===== src/rtl/nmr_seq_loop_engine.sv =====
// NMR pulse-sequence engine: fetches command words from SRAM and streams
// {idly,pls,edly} triplets to the bit generator, with a nested loop stack.
// Ports: CLK/RST_N, START/DONE/ERR/ERR_CODE/ABORTED/WORD_CNT status,
// SRAM_* read port (write side tied off), BT_START/BT_READY handshake,
// idly_reg/pls_reg/edly_reg triplet fields.
module nmr_seq_loop_engine #(
  parameter int IDLY_WIDTH        = 32,
  parameter int PLS_WIDTH         = 32,
  parameter int EDLY_WIDTH        = 32,
  parameter int CNT_WIDTH         = 32,
  parameter int LOOP_WIDTH        = 16,
  parameter int LOOP_DEPTH        = 4,
  parameter int SRAM_ADDR_WIDTH   = 8,
  parameter int SRAM_DAT_WIDTH    = 128,
  parameter int SRAM_BYTEEN_WIDTH = 16,
  parameter int RD_LATENCY        = 1
) (
  input  logic                         CLK,
  input  logic                         RST_N,
  input  logic                         START,
  output logic                         DONE,
  output logic                         ERR,
  output logic [1:0]                   ERR_CODE,
  output logic                         ABORTED,
  output logic [31:0]                  WORD_CNT,
  output logic [SRAM_ADDR_WIDTH-1:0]   SRAM_ADDR,
  output logic                         SRAM_CS,
  output logic                         SRAM_CLKEN,
  output logic                         SRAM_WR,
  output logic [SRAM_DAT_WIDTH-1:0]    SRAM_WR_DAT,
  output logic [SRAM_BYTEEN_WIDTH-1:0] SRAM_BYTEEN,
  input  logic [SRAM_DAT_WIDTH-1:0]    SRAM_RD_DAT,
  output logic                         BT_START,
  input  logic                         BT_READY,
  output logic [IDLY_WIDTH-1:0]        idly_reg,
  output logic [PLS_WIDTH-1:0]         pls_reg,
  output logic [EDLY_WIDTH-1:0]        edly_reg
);

  typedef enum logic [2:0] {
    S_IDLE,
    S_FETCH,
    S_WAIT,
    S_DECODE,
    S_ISSUE,
    S_NEXT,
    S_FIN
  } state_t;

  localparam int EDLY_LSB = CNT_WIDTH;
  localparam int PLS_LSB  = CNT_WIDTH + EDLY_WIDTH;
  localparam int IDLY_LSB = CNT_WIDTH + EDLY_WIDTH + PLS_WIDTH;
  localparam int SPW      = $clog2(LOOP_DEPTH + 1);
  localparam int IDXW     = (LOOP_DEPTH > 1) ? $clog2(LOOP_DEPTH) : 1;
  localparam int WCW      = (RD_LATENCY > 1) ? $clog2(RD_LATENCY) : 1;
  localparam int WCINIT   = (RD_LATENCY > 1) ? RD_LATENCY - 2 : 0;

  localparam logic [1:0] E_OVF = 2'd1;
  localparam logic [1:0] E_UND = 2'd2;
  localparam logic [1:0] E_RUN = 2'd3;

  state_t r_state;
  state_t w_next;

  logic [SRAM_ADDR_WIDTH-1:0] r_addr;
  logic [SPW-1:0]             r_sp;
  logic [WCW-1:0]             r_wcnt;
  logic                       r_jump;
  logic                       r_lend;
  logic                       r_cs;
  logic                       r_bt_start;
  logic                       r_done;
  logic                       r_err;
  logic [1:0]                 r_err_code;
  logic                       r_aborted;
  logic [31:0]                r_word_cnt;
  logic [IDLY_WIDTH-1:0]      r_idly;
  logic [PLS_WIDTH-1:0]       r_pls;
  logic [EDLY_WIDTH-1:0]      r_edly;

  logic [SRAM_ADDR_WIDTH-1:0] r_stk_addr [LOOP_DEPTH];
  logic [LOOP_WIDTH-1:0]      r_stk_cnt  [LOOP_DEPTH];

  logic                  w_end;
  logic                  w_lstart;
  logic                  w_lend;
  logic [LOOP_WIDTH-1:0] w_n;
  logic [LOOP_WIDTH-1:0] w_n_m1;
  logic [IDXW-1:0]       w_top_idx;
  logic [IDXW-1:0]       w_push_idx;
  logic [LOOP_WIDTH-1:0] w_top_cnt;
  logic                  w_push;
  logic                  w_loop_back;
  logic                  w_pop;
  logic                  w_inc;
  logic                  w_abort;
  logic                  w_set_err;
  logic [1:0]            w_code;
  logic                  w_unused;

  assign w_end    = SRAM_RD_DAT[2];
  assign w_lstart = SRAM_RD_DAT[1];
  assign w_lend   = SRAM_RD_DAT[0];
  assign w_n      = SRAM_RD_DAT[16 +: LOOP_WIDTH];
  // A count of zero still runs the body once.
  assign w_n_m1   = (w_n == '0) ? '0 : w_n - LOOP_WIDTH'(1);
  assign w_unused = ^SRAM_RD_DAT[15:3];

  assign w_top_idx  = (r_sp == '0) ? '0 : IDXW'(r_sp - SPW'(1));
  assign w_push_idx = IDXW'(r_sp);
  assign w_top_cnt  = r_stk_cnt[w_top_idx];

  always_comb begin
    w_next      = r_state;
    w_push      = 1'b0;
    w_loop_back = 1'b0;
    w_pop       = 1'b0;
    w_inc       = 1'b0;
    w_abort     = 1'b0;
    w_set_err   = 1'b0;
    w_code      = 2'd0;
    unique case (r_state)
      S_IDLE: begin
        if (START) w_next = S_FETCH;
      end
      S_FETCH: begin
        if (!START) begin
          w_next  = S_FIN;
          w_abort = 1'b1;
        end else if (RD_LATENCY > 1) begin
          w_next = S_WAIT;
        end else begin
          w_next = S_DECODE;
        end
      end
      S_WAIT: begin
        if (r_wcnt == '0) w_next = S_DECODE;
      end
      S_DECODE: begin
        if (w_end) begin
          w_next = S_FIN;
        end else if (w_lstart && !r_jump) begin
          if (r_sp == SPW'(LOOP_DEPTH)) begin
            w_next    = S_FIN;
            w_set_err = 1'b1;
            w_code    = E_OVF;
          end else begin
            w_push = 1'b1;
            w_next = S_ISSUE;
          end
        end else begin
          w_next = S_ISSUE;
        end
      end
      S_ISSUE: begin
        if (BT_READY) w_next = S_NEXT;
      end
      S_NEXT: begin
        if (!START) begin
          w_next  = S_FIN;
          w_abort = 1'b1;
        end else if (r_lend && r_sp == '0) begin
          w_next    = S_FIN;
          w_set_err = 1'b1;
          w_code    = E_UND;
        end else if (r_lend && w_top_cnt != '0) begin
          w_loop_back = 1'b1;
          w_next      = S_FETCH;
        end else begin
          w_pop = r_lend;
          // No wrap past the last word.
          if (r_addr == '1) begin
            w_next    = S_FIN;
            w_set_err = 1'b1;
            w_code    = E_RUN;
          end else begin
            w_inc  = 1'b1;
            w_next = S_FETCH;
          end
        end
      end
      S_FIN: begin
        if (!START) w_next = S_IDLE;
      end
      default: w_next = S_IDLE;
    endcase
  end

  always_ff @(posedge CLK or negedge RST_N) begin
    if (!RST_N) r_state <= S_IDLE;
    else        r_state <= w_next;
  end

  always_ff @(posedge CLK or negedge RST_N) begin
    if (!RST_N) begin
      r_addr     <= '0;
      r_sp       <= '0;
      r_wcnt     <= '0;
      r_jump     <= 1'b0;
      r_lend     <= 1'b0;
      r_cs       <= 1'b0;
      r_bt_start <= 1'b0;
      r_done     <= 1'b0;
      r_err      <= 1'b0;
      r_err_code <= 2'd0;
      r_aborted  <= 1'b0;
      r_word_cnt <= '0;
      r_idly     <= '0;
      r_pls      <= '0;
      r_edly     <= '0;
      for (int i = 0; i < LOOP_DEPTH; i++) begin
        r_stk_addr[i] <= '0;
        r_stk_cnt[i]  <= '0;
      end
    end else begin
      r_cs       <= (w_next == S_FETCH);
      r_bt_start <= (w_next == S_ISSUE);
      r_done     <= (w_next == S_FIN);

      if (r_state == S_IDLE) begin
        r_addr     <= '0;
        r_sp       <= '0;
        r_jump     <= 1'b0;
        r_err      <= 1'b0;
        r_err_code <= 2'd0;
        r_aborted  <= 1'b0;
        r_word_cnt <= '0;
      end

      if (r_state == S_FETCH) r_wcnt <= WCW'(WCINIT);
      if (r_state == S_WAIT)  r_wcnt <= r_wcnt - WCW'(1);

      if (r_state == S_DECODE) begin
        r_idly <= SRAM_RD_DAT[IDLY_LSB +: IDLY_WIDTH];
        r_pls  <= SRAM_RD_DAT[PLS_LSB +: PLS_WIDTH];
        r_edly <= SRAM_RD_DAT[EDLY_LSB +: EDLY_WIDTH];
        r_lend <= w_lend;
        r_jump <= 1'b0;
      end

      if (w_push) begin
        r_stk_addr[w_push_idx] <= r_addr;
        r_stk_cnt[w_push_idx]  <= w_n_m1;
        r_sp                   <= r_sp + SPW'(1);
      end

      if (r_state == S_ISSUE && BT_READY)
        r_word_cnt <= r_word_cnt + 32'd1;

      // Loop-back re-fetches the loop-start word; the jump flag stops it
      // from pushing a second frame for the same loop.
      if (w_loop_back) begin
        r_stk_cnt[w_top_idx] <= w_top_cnt - LOOP_WIDTH'(1);
        r_addr               <= r_stk_addr[w_top_idx];
        r_jump               <= 1'b1;
      end

      if (w_pop) r_sp <= r_sp - SPW'(1);
      if (w_inc) r_addr <= r_addr + SRAM_ADDR_WIDTH'(1);

      if (w_abort) r_aborted <= 1'b1;
      if (w_set_err) begin
        r_err      <= 1'b1;
        r_err_code <= w_code;
      end
    end
  end

  assign DONE        = r_done;
  assign ERR         = r_err;
  assign ERR_CODE    = r_err_code;
  assign ABORTED     = r_aborted;
  assign WORD_CNT    = r_word_cnt;
  assign SRAM_ADDR   = r_addr;
  assign SRAM_CS     = r_cs;
  assign SRAM_CLKEN  = 1'b1;
  assign SRAM_WR     = 1'b0;
  assign SRAM_WR_DAT = '0;
  assign SRAM_BYTEEN = '1;
  assign BT_START    = r_bt_start;
  assign idly_reg    = r_idly;
  assign pls_reg     = r_pls;
  assign edly_reg    = r_edly;

endmodule


===== config.mk =====
export PLATFORM = sky130hd
export DESIGN_NAME = nmr_seq_loop_engine
export DESIGN_NICKNAME = d
export VERILOG_FILES = /design/src/rtl/nmr_seq_loop_engine.sv
export SDC_FILE = /design/constraint.sdc
export NUM_CORES = 1
export LEC_CHECK = 0
export BUFFER_PORTS_ARGS = -buffer_cell sky130_fd_sc_hd__buf_2
export CAP_MARGIN = 20
export CORE_MARGIN = 2
export CORE_UTILIZATION = 52
export CTS_CLUSTER_SIZE = 8
export DETAILED_ROUTE_END_ITERATION = 10
export HOLD_SLACK_MARGIN = 0.08
export PLACE_DENSITY = 0.81
export RECOVER_POWER = 50
export SKIP_LAST_GASP = 1
export SYNTH_ARGS = -nofsm -noshare
export SYNTH_HDL_FRONTEND = slang
export SYNTH_SLANG_ARGS = --single-unit

===== constraint.sdc =====
create_clock -name CLK -period 5.8 [get_ports CLK]
set_input_delay 0.58 -clock CLK [delete_from_list [all_inputs] [get_ports CLK]]
set_output_delay 0.58 -clock CLK [all_outputs]
set_load 0.01 [all_outputs]

After elaboration in Yosys (flattened, before gate mapping)
Cells that the tools add are included.

storage, ports and cells
  register bits = 248
  input bits = 132

operators by class
  add/subtract/negate cells = 7
  magnitude comparators = 4
  eq/ne operators = 11
  muxes and demuxes = 84
  bitwise gates (word level) = 2
  reduce and logical (&&, ||, !) cells = 19

operator list
  operator                                             count
  bitwise mux 64 bit                                   2
  2-to-1 mux 64 bit                                    2
  2-to-1 mux 16 bit                                    5
  demux 16 bit (select 2 bit)                          2
  2-to-1 mux 32 bit                                    2
  2-to-1 mux 8 bit                                     6
  2-to-1 mux 3 bit                                     14
  2-to-1 mux 1 bit                                     36
  adder 32 x 1 -> 32 bit (second input constant)       1
  binary-select mux 16 bit (select 2 bit)              1
  bitwise mux 32 bit                                   1
  subtractor 16 x 1 -> 16 bit (second input constant)  2
  one-hot mux 3 bit (7 select lines)                   1
  == test 3 bit (second input constant)                6
  binary-select mux 8 bit (select 2 bit)               1
  demux 8 bit (select 2 bit)                           1
  zero test 16 bit                                     1
  2-to-1 mux 2 bit                                     8
  nonzero test 16 bit                                  1
  nonzero test 3 bit                                   3
  adder 8 x 1 -> 8 bit (second input constant)         1
  == test 8 bit (second input constant)                1
  nonzero test 2 bit                                   4
  == test 3 x 1 -> 1 bit (second input constant)       2
  13 further kinds                                     23

Depth between registers and ports, before layout
Gate-level depths: netlist (run 1).

  depth after elaboration = 14
  gate-level depth with buffers = 19
  depth with buffers taken out = 15

Worst setup path after synthesis (run 1)
No wires, ideal clock.

  path type = register to register
  start = register r_sp[0]
  end = register r_addr[1], in the netlist SRAM_ADDR[1]
  arrival = 3933 ps
  required time = 5674 ps
  slack = 1741 ps
  stages on the path, launching flop included = 19
  path buffers = 4
  clock period less this slack = 4059 ps
  cells stage by stage = dfrtp_1 clkbuf_1 inv_1 ha_1 nor2b_1 buf_4 nor2_8 buf_6 mux4_2 inv_1 ha_1 inv_1 nor3_1 a22o_1 and2_1 nand4_2 and2_1 buf_2 a221o_1

between the ends
  longest elaborated chain between the ends = 14
  elaborated cells on any way between the ends = 24
  those cells by class = add/sub (1); mux (17); bitwise (1); reduce/logical (5)

RTL lines
  what                                                          line      RTL
  start: declaration                                            66        logic [SPW-1:0] r_sp;
  start signal: assignment                                      244       r_sp <= r_sp + SPW'(1);
  start signal: assignment                                      258       if (w_pop) r_sp <= r_sp - SPW'(1);
  subtractor 3 x 1 -> 3 bit or zero test 3 bit (tied branches)  n/a
  2-to-1 mux 2 bit                                              109       assign w_top_idx = (r_sp == '0) ? '0 : IDXW'(r_sp - SPW'(1));
  NOT 2 -> 3 bit (implied by the code)                          111, 254
  binary-select mux 16 bit (select 2 bit)                       111       assign w_top_cnt = r_stk_cnt[w_top_idx];
  2-to-1 mux 16 bit (implied by the code) (2 in a row)          111
  nonzero test 16 bit                                           166       end else if (r_lend && w_top_cnt != '0) begin
  logical AND 1 bit                                             166
  2-to-1 mux 1 bit                                              166
  2-to-1 mux 1 bit                                              162       end else if (r_lend && r_sp == '0) begin
  2-to-1 mux 1 bit                                              159       if (!START) begin
  2-to-1 mux 1 bit                                              122       unique case (r_state)
  2-to-1 mux 8 bit                                              252       if (w_loop_back) begin
  2-to-1 mux 8 bit                                              259       if (w_inc) r_addr <= r_addr + SRAM_ADDR_WIDTH'(1);
  end signal: assignment                                        254       r_addr <= r_stk_addr[w_top_idx];
  end signal: assignment                                        259
  end: declaration                                              65        logic [SRAM_ADDR_WIDTH-1:0] r_addr;

Parallel ways exist; a longest one is shown, timed or not. The select of a mux whose other input is x is not followed.
A chain may end at the register's enable or synchronous reset.

Worst setup path after layout (run 1)
  start = register r_sp[0]
  end = register r_stk_cnt[47] (netlist bit)

between the ends
  longest elaborated chain between the ends = 13
  elaborated cells on any way between the ends = 35
  those cells by class = add/sub (2); order compare (4); eq/ne (1); mux (20); bitwise (2); reduce/logical (6)

RTL lines
  what                                                                  line  RTL
  branches (longest 12 deep; another with subtractor 16 x 1 -> 16 bit)  n/a
  2-to-1 mux 64 bit (*)                                                 252
  end signal: indexed assignment                                        243   r_stk_cnt[w_push_idx] <= w_n_m1;
  end signal: indexed assignment                                        253   r_stk_cnt[w_top_idx] <= w_top_cnt - LOOP_WIDTH'(1);
  end: declaration                                                      82    logic [LOOP_WIDTH-1:0] r_stk_cnt [LOOP_DEPTH];

Every way passes the cells marked *. The select of a mux whose other input is x is not followed.

==> metrics.md, run 1 <==
| Metric | Value |
|---|---|
| H-tree levels | 2 |
| RSZ-0062 raised after global routing | false |
| CP arrival | 5.11 ns |
| Placed cell area | 14200 µm² |
| Core occupancy in the finished layout | between 60% and 70% |
| Max FFs per register | 64 |
| Via Count | 9621 |
| Maximum fanout along the worst path | 21 |
| Rel. slew slack | -112% |
| Hold/Removal Path Class | in -> reg |
| Post-Synth Simple-Gate Area | 10.9% |
| Vias in the first global route | 9669 |
| First-iteration detailed-routing DRC count | slightly above 700 |
| Failing checks | max-capacitance violations, max-slew violations |
| Commonest non-fill, non-tap cell in the layout | dfrtp_1 |
| Fillers | ~2000 |
| Die width | 163 µm |
| Initial Utilization | 52.6% |
| Largest Register | r_stk_cnt |
| Post-DR wirelength/cell | around 18 µm |
| Final setup viols | 0 |
| Max VDD drop | 0.363 mV |
| EDFF count, synth | 0 |
| Area fraction in compound gates after synthesis | ~6.5% |
| Clock Skews | 0.0164 ns |
| CP endpoint kind | flip-flop |
| # DRC | 0 |
| Design Area, Final | 15200 µm² |
| Root buf cell | clkbuf_16 |
| First-pass GRT wire length | 50500 µm |
| Share of cells above drive strength 1 | 30.6% |
| Minimum clock period | 4.72 ns |
| Congestion Overflow GR | 0 |
| #FFs+latches synth | around 250 |
| GRT Util Overall | roughly a quarter |
| TritonCTS clock tree | yes |
| Max stage delay on crit path | 0.58 ns |
| Max-cap viol count | 2 |
| Die area | ~27000 µm² |
| Setup bufs post-CTS | 0 |
| Fmax achieved | 0.212 GHz |
| Syn avg cell area | 11.2 µm² |
| # rows | 58 |
| CP cell instances | inv_1 -> ha_1 -> nor2b_1 -> nor2_8 -> mux4_2 -> inv_1 -> ha_1 -> inv_1 -> nor3_1 -> a22o_1 -> nand4_1 -> nand4bb_2 -> nand3_2 -> mux2_2 |
| Synthesized area | 13100 µm² |
| Total wire length | 31900 µm |
| Cell at the slowest stage of the critical path | nor2b_1 |
| Yosys Warn Count | 0 |
| Die Ht | 163 µm |
| Final hold violations | 0 |
| CTS Hold Bufs | 0 |
| P_leak | 7.58 nW |
| Setup CP Type | reg -> reg |
| Async SR Flop Fraction | between 90% and 100% |
| Run status | finished, violations left |
| Synth Flop Type | dfrtp_1 |
| Clock sinks | approximately 250 |
| Post-DRT Antenna Nets | 0 |
| Final period utilization | 81.3% |
| Register area share after synthesis | between 40% and 50% |
| Worst setup SP type | flip-flop |
| Fin nets | 1579 |
| Final TNS setup | 0 ns |
| Clock Latency Late Sink | between 0.5 and 0.6 ns |
| Core ar. | 25000 µm² |
| Clk pin slew, worst setup/hold paths | about 0.05 ns |
| CTS resizes | 0 |
| DPL Wire Length | 22000 µm |
| Initial antenna violation count | 1 |
| Port Buffers | 261 |
| Vias/cell | 5.44 |
| Largest net degree at the start of global routing | 127 |
| Layout area overhead | 15.4% |
| Most frequent cells in the layout | dfrtp_1 (248), buf_2 (200), conb_1 (146), mux2_2 (144), nand2_1 (106) |
| CP required | about 6.2 ns |
| Post-synthesis mux area share | approximately 22% |
| I/O Pins | about 420 |
| Largest family of logic cells by synthesized area | multiplexers |
| First-pass detailed-route iteration total | 5 |
| Post-synthesis xor/xnor area fraction | 1.27% |
| Maximum buffer depth of the clock tree | 3 |
| Max Slew Vio Count | 170 |
| CP most frequent cell | inv_1 |
| Synth cell types | 62 |
| Cells after Synth | 1176 |
| Routability cong. | 0.848 |
| Number of CTS-inserted buffers | 37 |
| Slew @ Worst Pin | ~3.2 ns |
| Post-synthesis adder-cell area fraction | approximately 1.0% |
| PD cells | 507 nW/µm² |
[cells in the mapped netlist (8+ instances only)]
master / instances / area (µm²)
ha_1: 11 / 138
o31ai_1: 8 / 60.1
inv_1: 14 / 52.6
o21ai_0: 65 / 325
mux2_2: 144 / 1620
xor2_1: 8 / 70.1
nand3_1: 23 / 115
nor3_1: 26 / 130
nand4_1: 10 / 62.6
xnor2_1: 11 / 96.3
buf_2: 11 / 55.1
mux4_2: 26 / 586
nor2_1: 59 / 221
a21oi_1: 42 / 210
dfrtp_1: 248 / 6210
nand2_1: 106 / 398
and3_1: 20 / 125
buf_4: 149 / 1120
mux2i_1: 66 / 661
clkbuf_1: 31 / 116
[final timing paths]
kind,start,to,slack [ns],cells after the start
setup / recovery,r_sp[0],r_stk_cnt[47],1.08,14
hold / removal,SRAM_RD_DAT[53],edly_reg[21],0.30,2
setup reg to reg,r_sp[0],r_stk_cnt[47],1.08,14
hold reg to reg,r_stk_addr[19],r_stk_addr[19],0.48,2
max in group asynchronous,RST_N,r_state[0],1.40,2
min in group asynchronous,RST_N,idly_reg[14],1.06,1
[where the power goes]
group | switching, W | total (W) | internal [W]
sequential | 0.000400 | 0.00271 | 0.00231
clock | 0.000732 | 0.00188 | 0.00114
combinational | 0.00173 | 0.00310 | 0.00138
[critical path, delay by kind of cell, from the launching register on]
kind,cells,cell delay [ns]
multiplexers,2,0.92
buffers and inverters,3,0.44
adder cells (fa/ha/maj),2,0.51
flip-flops,1,0.53
AND/OR/NAND/NOR,6,1.94
AO/OA/AOI/OAI,1,0.24
[per-layer routing]
layer / up-vias / part of all wire (%) / track usage, %
met4: 0 / 5.1 / 12.6
met2: 421 / 50 / 40.9
met3: 91 / 7.5 / 5.45
li1: 4370 / - / -
met1: 4739 / 38 / 28.4
met5: - / 0 / 0
[cells by family (layout without fill, tap and decap cells)]
kind of cell	after synthesis	in the layout
AO/OA/AOI/OAI	150	150
XOR/XNOR	19	19
adder cells (fa/ha/maj)	11	11
buffers and inverters	215	334
flip-flops	248	248
multiplexers	242	242
other	2	147
AND/OR/NAND/NOR	289	289
[area by class of cell]
class                           instances  area [µm²]  share of cell area [%]
Sequential cell                       248        6210                    40.9
Multi-Input combinational cell        857        6090                    40.2
Timing Repair Buffer                  278        1410                    9.31
Clock buffer                           38         940                    6.20
Tap cell                              330         413                    2.72
Inverter                               14        52.6                   0.347
Clock inverter                          4        46.3                   0.305
Antenna cell                            1        2.50                  0.0165
[metrics by stage]
| step | hold slack, ns | instances | total power (W) | setup slack (ns) |
|---|---|---|---|---|
| 3_5_place_dp | 0.466 | 1724 | 0.00580 | 1.12 |
| 5_1_grt | 0.287 | 1770 | 0.00814 | 0.404 |
| 4_1_cts | 0.199 | 1766 | 0.00773 | 1.11 |
| 6_report | 0.298 | 1770 | 0.00769 | 1.08 |
| 3_3_place_gp | 0.457 | 1724 | 0.00566 | 1.17 |
| 2_1_floorplan | 0.284 | 1320 | 0.00486 | 1.74 |
(Power assumes the default switching activity.)
==> inputs of run 2 (changes only) <==
- ABC_AREA: default -> 1
- clock period: 5.8 -> 4.4 ns (I/O delays scaled with it)
==> metrics.md, run 2 <==
| Metric | Value |
|---|---|
| Met1 GRT Util | 31.2% (+2.9 points) |
| Synth area leaders | dfrtp_1 (46%), nand2_1 (16%), buf_4 (8.3%) |
| First-pass detailed-route iteration total | 10 (+5) |
| R2R Setup Slk | 0.56 ns (-0.52 ns) |
| Initial antenna violation count | 10 (+9) |
| Synth cell count leaders | nand2_1 (586), dfrtp_1 (248), buf_4 (150) |
| Dominant cell type by area after synthesis | dfrtp_1 |
| Synth cell types | 52 (-16%) |
| Post-DRT Antenna Nets | 0 (unchanged) |
| Placed cell area | 14500 µm² (+2.2%) |
| Max VDD drop | 0.529 mV (+45%) |
| Clock Latency Late Sink | 0.51 ns (about the same) |
| Via Count | 11943 (+24%) |
| Run status | finished, violations left |
| Slew @ Worst Pin | 3.37 ns (+0.191 ns) |
| GRT Util Overall | 26.4% (+2.4 points) |
| PD cells | 616 nW/µm² (+21%) |
| Layout area overhead | 13.4% |
| TritonCTS clock tree | yes |
| CTS resizes | 0 (unchanged) |
| CP required | 4.82 ns (-1.37 ns) |
| Max FFs per register | 64 (unchanged) |
| Met2 Use GR | 45.0% (+4.1 points) |
| P_leak | 8.05 nW (+6.3%) |
| Maximum buffer depth of the clock tree | 3 (unchanged) |
| First-pass GRT wire length | 57000 µm (+13%) |
| EDFF count, synth | 0 (unchanged) |
| Design Area, Final | 15300 µm² (+1.1%) |
| Largest net degree at the start of global routing | 134 (+5.5%) |
| Routability cong. | 0.941 (+11%) |
| Total wire length | 36500 µm (+14%) |
| Fillers | 2266 (+14%) |
| Maximum fanout along the worst path | 30 (+43%) |
| Syn avg cell area | 7.83 µm² (-30%) |
| Rel. slew slack | -124% (-13 points) |
| Minimum clock period | 3.84 ns (-0.881 ns) |
| Clk pin slew, worst setup/hold paths | 0.05 ns (about the same) |
| #FFs+latches synth | 248 (unchanged) |
| Layer carrying the most global-route usage | met2 |
| Port Buffers | 261 (unchanged) |
| FF+latch area | 6210 µm² (unchanged) |
| Final TNS setup | 0 ns (unchanged) |
| Core ar. | 25800 µm² (+3.2%) |
| I/O Pins | 421 (unchanged) |
| Async SR Flop Fraction | 100% (unchanged) |
| # DRC | 0 (unchanged) |
| First-iteration detailed-routing DRC count | 987 (+37%) |
| Register area share after synthesis | 45.9% (-1.3 points) |
| Commonest non-fill, non-tap cell in the layout | nand2_1 |
| Met3 GRT Util | 7.89% (+2.4 points) |
| DPL Wire Length | 25400 µm (+15%) |
| Cells after Synth | 1725 (+47%) |
| Setup CP Type | reg -> reg |
| Root buf cell | clkbuf_16 |
| Vias/cell | 5.16 (-5.0%) |
| Clock Skews | 0.0141 ns (-0.00231 ns) |
| Failing checks | max-capacitance violations, max-slew violations |
| Die area | 27300 µm² (+2.8%) |
| Most frequent cells in the layout | nand2_1 (586), dfrtp_1 (248), buf_2 (190), conb_1 (146), inv_1 (118) |
| Total Power | 0.00943 W (+23%) |
| CP arrival | 4.26 ns (-0.85 ns) |
| Synth Flop Type | dfrtp_1 |
| Post-DR wirelength/cell | 15.8 µm (-12%) |
| # rows | 59 (+1.7%) |
| Hold/Removal Path Class | in -> reg |
| Die width | 165 µm (+1.4%) |
| Share of cells above drive strength 1 | 14.4% (-16 points) |
| Synthesized area | 13500 µm² (+2.9%) |
| Hold Path Depth | 3 (+1) |
| Worst hold margin | 0.131 ns (-0.167 ns) |
| Initial Utilization | 52.5% (-0.17 points) |
| Fin nets | 2116 (+34%) |
| Final setup viols | 0 (unchanged) |
| Setup bufs post-CTS | 0 (unchanged) |
| Fmax achieved | 0.261 GHz (+23%) |
| Clock sinks | 248 (unchanged) |
| Footprint of the multi-input gates | 5920 µm² (-2.8%) |
| Final hold violations | 0 (unchanged) |
| Final period utilization | 87.2% (+5.8 points) |
| Die Ht | 165 µm (+1.4%) |
| RSZ-0062 raised after global routing | false |
| Yosys Warn Count | 0 (unchanged) |
| Congestion Overflow GR | 0 (unchanged) |
| CTS Hold Bufs | 0 (unchanged) |
| Largest Register | r_stk_cnt |
| H-tree levels | 2 (unchanged) |
| Worst R2R End | r_stk_cnt[7] |
| Worst hold endpoint | idly_reg[24] |
| Worst setup SP type | flip-flop |
| Worst Hold Launch | SRAM_RD_DAT[120] |
| Synth top area share | 45.9% (-1.3 points) |
| Vias in the first global route | 11117 (+15%) |
| Max-cap viol count | 1 (-1) |
| R2R depth | 19 (+5) |
| Number of CTS-inserted buffers | 36 (-2.7%) |
| R2R Path Start | r_sp[1] |
| Max Slew Vio Count | 133 (-22%) |
| CP endpoint kind | flip-flop |
| Most frequent cell after synthesis | nand2_1 |
## run 2: cells by family after synthesis
logic type | after synthesis | share of synthesized area [%]
adder cells (fa/ha/maj) | 11 | 1.02
AND/OR/NAND/NOR | 861 | 26.6
multiplexers | 17 | 1.26
XOR/XNOR | 32 | 2.07
buffers and inverters | 342 | 14.3
flip-flops | 248 | 45.9
other | 2 | 0.0556
AO/OA/AOI/OAI | 212 | 8.69
## run 2: power by group
group	internal (W)	switching, W
clock network	0.00144	0.000944
registers	0.00296	0.000375
logic	0.00115	0.00256
total	0.00555	0.00388
## run 2: worst max path at each step
stage	start	to	slack, ns	cells past startpoint
after floorplan	r_sp[0]	r_stk_cnt[40]	1.0	22
after global placement	r_sp[1]	r_stk_cnt[10]	0.65	18
after detailed placement	r_sp[1]	r_stk_cnt[10]	0.61	18
after CTS	r_sp[1]	r_stk_cnt[10]	0.57	18
after global routing	r_sp[1]	r_stk_cnt[10]	0.25	18
final	r_sp[1]	r_stk_cnt[7]	0.56	19
## run 2: per-stage QoR
| step | setup slack (ns) | cells | utilization (%) |
|---|---|---|---|
| after floorplan | 0.998 | 1869 | - |
| after global placement | 0.651 | 2270 | 56.2 |
| after detailed placement | 0.606 | 2270 | 56.2 |
| after CTS | 0.572 | 2308 | 59.8 |
| after global routing | 0.248 | 2310 | 59.5 |
| final | 0.565 | 2313 | 59.5 |
## run 2: final cells by class
class | count | share of cell area (%)
Sequential cell | 248 | 40.5
Clock buffer | 36 | 5.88
Antenna cell | 5 | 0.0816
Tap cell | 335 | 2.74
Multi-Input combinational cell | 1279 | 38.6
Inverter | 130 | 3.20
Timing Repair Buffer | 278 | 8.83
Clock inverter | 2 | 0.163
## run 2: critical path, cell delays in order (launching register included)
cell and delay, ns:
dfrtp_1 0.43, inv_1 0.11, ha_1 0.29, nand2_4 0.12, buf_4 0.33, o21ai_2 0.31
nor2_1 0.16, o21ai_0 0.09, nand2_1 0.12, inv_1 0.12, ha_1 0.28, nand3_2 0.14
nor2_4 0.07, nand2_4 0.10, nand3_4 0.10, inv_4 0.20, nand2_4 0.21, inv_1 0.34
nand2_1 0.10, o21ai_1 0.10
## run 2: layer usage
metal | vias to the layer above | share of wire, %
met1 | 5591 | 37
met4 | 10 | 3.6
met2 | 563 | 50
li1 | 5680 | -
met3 | 99 | 9.4
met5 | - | 0.19
